### src/rtl/alu_pkg.sv
// alu_pkg: op codes, FSM states and byte width shared by the 16-bit sequencer
package alu_pkg;
  localparam int BYTE_W = 8;
  localparam logic [2:0] OP_ADD = 3'b000;
  localparam logic [2:0] OP_AND = 3'b001;
  localparam logic [2:0] OP_OR  = 3'b010;
  localparam logic [2:0] OP_XOR = 3'b011;
  typedef enum logic [2:0] {IDLE, LO, HI, FIX, DONE} state_t;
  function automatic logic is_legal(input logic [2:0] op);
    return !op[2];
  endfunction
endpackage

### src/rtl/alu16_sequencer.sv
// alu16_sequencer: runs 16-bit ops through an external 8-bit ALU, low byte, high byte, then a carry fix-up pass
module alu16_sequencer
  import alu_pkg::*;
(
  input  logic              clk,
  input  logic              reset,
  input  logic              req_valid,
  output logic              req_ready,
  input  logic [2:0]        req_op,
  input  logic [15:0]       req_a,
  input  logic [15:0]       req_b,
  output logic              rsp_valid,
  input  logic              rsp_ready,
  output logic [15:0]       rsp_result,
  output logic              rsp_carry,
  output logic              rsp_zero,
  output logic              rsp_err,
  output logic [BYTE_W-1:0] alu_a,
  output logic [BYTE_W-1:0] alu_b,
  output logic [2:0]        alu_code,
  input  logic [BYTE_W-1:0] alu_out,
  input  logic              alu_carry,
  input  logic              alu_zero
);
  state_t state, state_n;
  logic [2:0] op;
  logic [BYTE_W-1:0] a_hi, b_hi, lo;
  logic lo_carry, hi_carry, accept, need_fix, unused;
  assign unused = alu_zero;
  assign req_ready = state == IDLE;
  assign rsp_valid = state == DONE;
  assign accept = req_valid && req_ready;
  assign need_fix = op == OP_ADD && lo_carry;
  always_comb begin
    state_n = state;
    state_n = state == IDLE ? (accept ? (is_legal(req_op) ? LO : DONE) : IDLE) :
              state == LO   ? HI :
              state == HI   ? (need_fix ? FIX : DONE) :
              state == FIX  ? DONE :
              (rsp_ready ? IDLE : DONE);
  end
  always_ff @(posedge clk)
    state <= reset ? IDLE : state_n;
  // alu_* are registered so the ALU sees stable operands for the whole pass
  always_ff @(posedge clk) begin
    if (reset) begin
      op <= OP_ADD;
      a_hi <= '0;
      b_hi <= '0;
      lo <= '0;
      lo_carry <= 1'b0;
      hi_carry <= 1'b0;
      alu_a <= '0;
      alu_b <= '0;
      alu_code <= OP_ADD;
      rsp_result <= '0;
      rsp_carry <= 1'b0;
      rsp_zero <= 1'b0;
      rsp_err <= 1'b0;
    end else begin
      case (state)
        IDLE: if (accept) begin
          if (is_legal(req_op)) begin
            op <= req_op;
            a_hi <= req_a[15:8];
            b_hi <= req_b[15:8];
            alu_a <= req_a[7:0];
            alu_b <= req_b[7:0];
            alu_code <= req_op;
            rsp_err <= 1'b0;
          end else begin
            rsp_result <= '0;
            rsp_carry <= 1'b0;
            rsp_zero <= 1'b1;
            rsp_err <= 1'b1;
          end
        end
        LO: begin
          lo <= alu_out;
          lo_carry <= alu_carry;
          alu_a <= a_hi;
          alu_b <= b_hi;
        end
        HI: begin
          hi_carry <= alu_carry;
          if (need_fix) begin
            alu_a <= alu_out;
            alu_b <= 8'h01;
            alu_code <= OP_ADD;
          end else begin
            rsp_result <= {alu_out, lo};
            rsp_carry <= op == OP_ADD && alu_carry;
            rsp_zero <= {alu_out, lo} == 16'h0000;
          end
        end
        FIX: begin
          rsp_result <= {alu_out, lo};
          rsp_carry <= hi_carry | alu_carry;
          rsp_zero <= {alu_out, lo} == 16'h0000;
        end
        default: ;
      endcase
    end
  end
endmodule

### config.mk
export PLATFORM = sky130hd
export DESIGN_NAME = alu16_sequencer
export DESIGN_NICKNAME = d
export VERILOG_FILES = /design/src/rtl/alu_pkg.sv /design/src/rtl/alu16_sequencer.sv
export SDC_FILE = /design/constraint.sdc
export NUM_CORES = 1
export LEC_CHECK = 0
export CORE_MARGIN = 4
export CORE_UTILIZATION = 35
export CTS_CLUSTER_SIZE = 14
export DETAILED_ROUTE_END_ITERATION = 12
export GPL_TIMING_DRIVEN = 0
export PLACE_DENSITY_LB_ADDON = 0.2
export REMOVE_ABC_BUFFERS = 1
export SKIP_LAST_GASP = 1
export SLEW_MARGIN = 40
export SYNTH_ARGS = -nofsm -noshare
export SYNTH_HDL_FRONTEND = slang
export SYNTH_SLANG_ARGS = --single-unit
export TNS_END_PERCENT = 1
### constraint.sdc
create_clock -name clk -period 1.9 [get_ports clk]
set_input_delay 0.38 -clock clk [delete_from_list [all_inputs] [get_ports clk]]
set_output_delay 0.38 -clock clk [all_outputs]
set_load 0.05 [all_outputs]
# [Word-level counts from Yosys, hierarchy flattened]
# Index checks and enable logic that the tools add are counted.
[totals] regBits=69 in_bits=49 output_inout_bits=40 word_cells=72
[classes] n_eq_ne=9 n_mux=33 bitwise_logic=2 reduce_logical=14
[op_table] cell="$mux 16" n=3
[op_table] cell="$mux 8" n=6
[op_table] cell="$pmux 16 s3" n=1
[op_table] cell="$pmux 8 s3" n=2
[op_table] cell="$mux 3" n=11
[op_table] cell="$logic_not 16->1" n=1
[op_table] cell="$reduce_and 4->1" n=3
[op_table] cell="$mux 1" n=7
[op_table] cell="$eq 3x2->1 const B" n=2
[op_table] cell="$logic_not 3->1" n=2
[op_table] cell="$ne 2x2->1 const B" n=3
[op_table] cell="$pmux 1 s3" n=2
[op_table] cell="$pmux 3 s2" n=1
[op_table] cell="$reduce_bool 3->1" n=2
[op_table] cell="$ne 2x1->1 const B" n=2
[op_table] cell="$eq 3x1->1 const B" n=1
[op_table] cell="$eq 3x3->1 const B" n=1
[op_table] cell="$logic_and 1x1->1" n=3
[op_table] cell="$reduce_and 3->1" n=1
[op_table] cell="$reduce_and 2->1" n=1
[op_table] cell="$reduce_bool 2->1" n=1
[op_table] cell="$not 1->1" n=1
[op_table] cell="$or 1x1->1" n=1

# [Logic depth before layout (Yosys ltp)]
[depth] depth_word=6 ltp_mapped=6 ltp_nobuf=4

# [Worst setup path after synthesis]
# Ideal clock, no wire load.
[synth_timing] path_type="reg2out" startpoint="register state[1]" endpoint="output port req_ready" arrival_time_ns=1.880 t_required_ns=1.520 slack_ns=-0.360 stages_incl_launch_ff=4 path_buffers=2 path_cell_list="dfxtp_1 > clkbuf_1 > buf_1 > nor3_1"
[synth_between] elab_chain_len=1
[synth_rtl] element="from (decl)" line="alu16_sequencer.sv:25" rtl="state_t state, state_n;"
[synth_rtl] element="from (signal assigned)" line="alu16_sequencer.sv:43" rtl="state <= reset ? IDLE : state_n;"
[synth_rtl] element="$logic_not 3->1" line="alu16_sequencer.sv:30" rtl="assign req_ready = state == IDLE;"
[synth_rtl] element="to (decl)" line="alu16_sequencer.sv:8" rtl="output logic req_ready,"
# Every way passes these cells.

# [Worst setup path after layout]
[layout_timing] startpoint="register state[0]" endpoint="register alu_b[0]"
[layout_between] elab_chain_len=4 elab_cells_between_ends=10 cone_classes="eq/ne (5); mux (1); reduce/logical (4)"
[layout_rtl] element="$logic_not 3->1" line="alu16_sequencer.sv:30, alu16_sequencer.sv:61"
[layout_rtl] element="$logic_and 1x1->1" line="alu16_sequencer.sv:32" rtl="assign accept = req_valid && req_ready;"
[layout_rtl] element="$ne 2x1->1 (no source line)"
[layout_rtl] element="$reduce_and 4->1 (no source line)"
[layout_rtl] element="to (signal assigned)" line="alu16_sequencer.sv:68" rtl="alu_b <= req_b[7:0];"
[layout_rtl] element="to (signal assigned)" line="alu16_sequencer.sv:82" rtl="alu_b <= b_hi;"
[layout_rtl] element="to (decl)" line="alu16_sequencer.sv:19" rtl="output logic [BYTE_W-1:0] alu_b,"
# Parallel ways exist; a longest one is shown, timed or not.
# A chain may end at the register's enable or synchronous reset.

==> impl_metrics.py <==
metrics = {
    "sta": {
        "holdWs_ns": 0.4061,
        "max_freq_mhz": 513.1,
        "period_needed_ns": 1.949,
        "rsz0062_at_grt": "yes",
        "worstMarginPinSlew_ns": 0.7439,
        "setup_violations": 12,
        "fin_skew_ns": 0.009354,
        "relSlewSlack": 0.4971,
        "finalCritPeriodShare": 1.026,
        "hold_violations": 0,
        "setup-tns-final_ns": -0.3163,
        "fin_ws_ns": -0.04907,
        "drv_slew": 0,
    },
    "critical_path": {
        "end_kind": "flop",
        "crit_path_max_incr_delay_ns": 0.57,
        "path_cells": "or4b_4 -> a221o_2 -> a221o_1 -> a21oi_2",
        "reg2reg_from": "state[0]$_SDFF_PP0_",
        "cp.required_ns": 2.18,
        "crit_start": "state[0]$_SDFF_PP0_",
        "criticalPathCategory": "flop to flop",
        "r2r_cells": 4,
        "cp-start-kind": "flop",
        "crit_fanout": 27,
        "slowest_stage": "or4b_4",
        "worstPathArrival_ns": 2.22,
    },
    "hold_path": {
        "hp-start": "reset",
        "hold_class": "input pin to flop",
        "holdPathStages": 2,
    },
    "layout": {
        "area.growth.synth_to_final_pct": 42.88,
        "antennaDiodeCount": 0,
        "layout-drive-gt1-share": 0.1085,
        "multi_input_area_sq_um": 1360,
        "fin_nets": 422,
        "instances_no_fill": 480,
        "post-route-util": 0.5174,
        "fill_cells": 732,
        "seq_area_sq_um": 1369,
    },
    "global_route": {
        "globalRouteMet2Util": 0.2414,
        "overflow": 0,
        "grt_max_degree": 43,
        "antenna_found_initial": 0,
        "grt_pass1_wl_um": 12560,
        "track_usage": 0.1627,
        "grt_pass1_vias": 2441,
        "global_route.usage.met1": 0.2229,
        "grtUsageMet3": 0.04379,
        "top_usage_layer": "met2",
    },
    "floorplanning": {
        "rows": 32,
        "core_area_sq_um": 7767,
        "die_y_um": 97.65,
        "die_w_um": 97.65,
        "ios": 89,
        "dieArea_sq_um": 9535,
        "initial_core_util": 0.3621,
    },
    "place": {
        "portBuffers": 86,
        "place_hpwl_um": 5354,
        "dp.cells": 463,
        "place_ws_ns": -0.5272,
        "globalplace.congestion": 0.7844,
    },
    "yosys": {
        "yosys_register_bits": 68,
        "seq_area_frac_synth": 0.4840,
        "synth.avg_cell_area_sq_um": 9.535,
        "synth_xor_area_frac": 0,
        "synth_most_common_cell": "dfxtp_1",
        "synth-simple-area-share": 0.1530,
        "synthAdderAreaFrac": 0,
        "synth_top_family_by_area": "compound AO/OA/AOI/OAI gates",
        "synthArstFlopShare": 0,
        "synth_top_cell_area_share": 0.4840,
        "synthTopCellsByArea": "dfxtp_1 48%, mux2i_1 9.6%, nor2_1 8.7%, o221ai_1 5.0%, a22oi_1 4.3%",
        "syn_inst": 295,
        "synth_common_cells": "68 x dfxtp_1, 65 x nor2_1, 27 x mux2i_1",
        "synthMuxAreaShare": 0.09609,
        "synth_compound_area_frac": 0.2131,
        "syn-cell-area_sq_um": 2813,
        "synth_cell_types": 35,
        "synth_top_area_cell": "dfxtp_1",
        "synth_edf_count": 0,
        "synthFlopType": "dfxtp_1",
        "yosysWarnings": 0,
    },
    "detailed_routing": {
        "drt_iter0_markers": 128,
        "drc": 0,
        "drt_wl_total_um": 7853,
        "dr.pass1.iters": 5,
        "wl_per_cell_um": 16.36,
        "num_vias": 2498,
        "drtAntennaViolNets": 0,
        "drt-vias-per-instance": 5.204,
    },
    "power": {
        "p_leak_nw": 1.397,
        "peakVddDrop_mv": 0.4018,
        "power.density_nw_per_um2": 890.5,
    },
    "clock_network": {
        "cts-root-buf": "clkbuf_8",
        "insertion_delay_ns": 0.33,
        "clock_path_buffers": 2,
        "numCtsBuffers": 9,
        "clk_pin_slew_ns": 0.07,
        "ctsHtreeMaxLevel": 3,
        "cts_tree": "yes",
        "clock_sinks": 68,
    },
    "run_status": {
        "status": "complete, but fails checks",
        "violations": "negative setup slack",
    },
    "run": {
        "maxCapViolations": 0,
    },
}
timing repair:
item	4_1_cts	5_1_grt
buffers inserted	1	0
endpoints found under the setup margin	63	71
resized for setup	14	6
pin swaps	1	0
hold buffers	0	0
state kept, by name, indices dropped and copies added, names as in the netlist, 2 cells and up:
register and cells:
alu_b 8, rsp_result 16, alu_code 2, op 2, lo 8, b_hi 8
alu_a 8, state 3, a_hi 8
area by class of cell:
| cell class | instances | share of cell area |
|---|---|---|
| clock inverter | 4 | 0.01806 |
| clock buffer | 12 | 0.03611 |
| timing repair buffer | 94 | 0.2310 |
| multi-input combinational | 196 | 0.3384 |
| sequential | 68 | 0.3406 |
| tap | 102 | 0.03176 |
| inverter | 4 | 0.004047 |
routing by layer:
layer | share of wire | wire length [um]
met1 | 0.46 | 3621
met2 | 0.46 | 3614
met3 | 0.064 | 499
met4 | 0.015 | 118
met5 | 0 | 0
power breakdown:
| part | switching, W | internal, W | total, W |
|---|---|---|---|
| registers | 0.0000603 | 0.00150 | 0.00156 |
| clock network | 0.000534 | 0.000774 | 0.00131 |
| logic | 0.000410 | 0.000301 | 0.000711 |
| total | 0.00100 | 0.00257 | 0.00358 |
worst max-delay path: cells and delay by family (launching register included):
family             cells  cell delay (ns)
DFF                    1             0.46
AOI/OAI and AO/OA      3             0.86
and+or+nand+nor        1             0.57
through the flow:
stage          area [sq um]  power [W]
4_1_cts                4011   0.003611
2_1_floorplan          2680   0.001977
3_5_place_dp           3744   0.002294
6_report               4019   0.003579
5_1_grt                4019   0.003716
3_3_place_gp           3669   0.002276
kinds of logic after synthesis:
family / count (synthesis)
simple gates: 97
other cells: 1
flops: 68
buf+inv: 31
compound gates: 71
mux: 27
final timing paths:
path	slack (ns)	end
max	-0.05	alu_b[0]$_SDFFE_PP0P_
min	0.41	b_hi[4]$_SDFFE_PP0P_
max reg2reg	-0.05	alu_b[0]$_SDFFE_PP0P_
min reg2reg	0.46	alu_code[1]$_SDFFE_PP0P_
placed cells by master, fill, tap and decap left out, types with 2 or more instances in the layout:
master	instances
a21oi_1	6
a221oi_1	8
a22o_1	7
a22oi_1	16
a311oi_1	8
buf_4	6
bufinv_16	2
clkbuf_1	2
clkbuf_8	10
clkdlybuf4s50_1	83
clkinv_2	2
dfxtp_1	66
dfxtp_4	2
inv_1	3
mux2i_1	27
nand2_1	5
nand2b_1	4
nor2_1	63
nor3_1	9
nor3_4	2
nor4_1	4
o221ai_1	16
(Power assumes the default switching activity.)
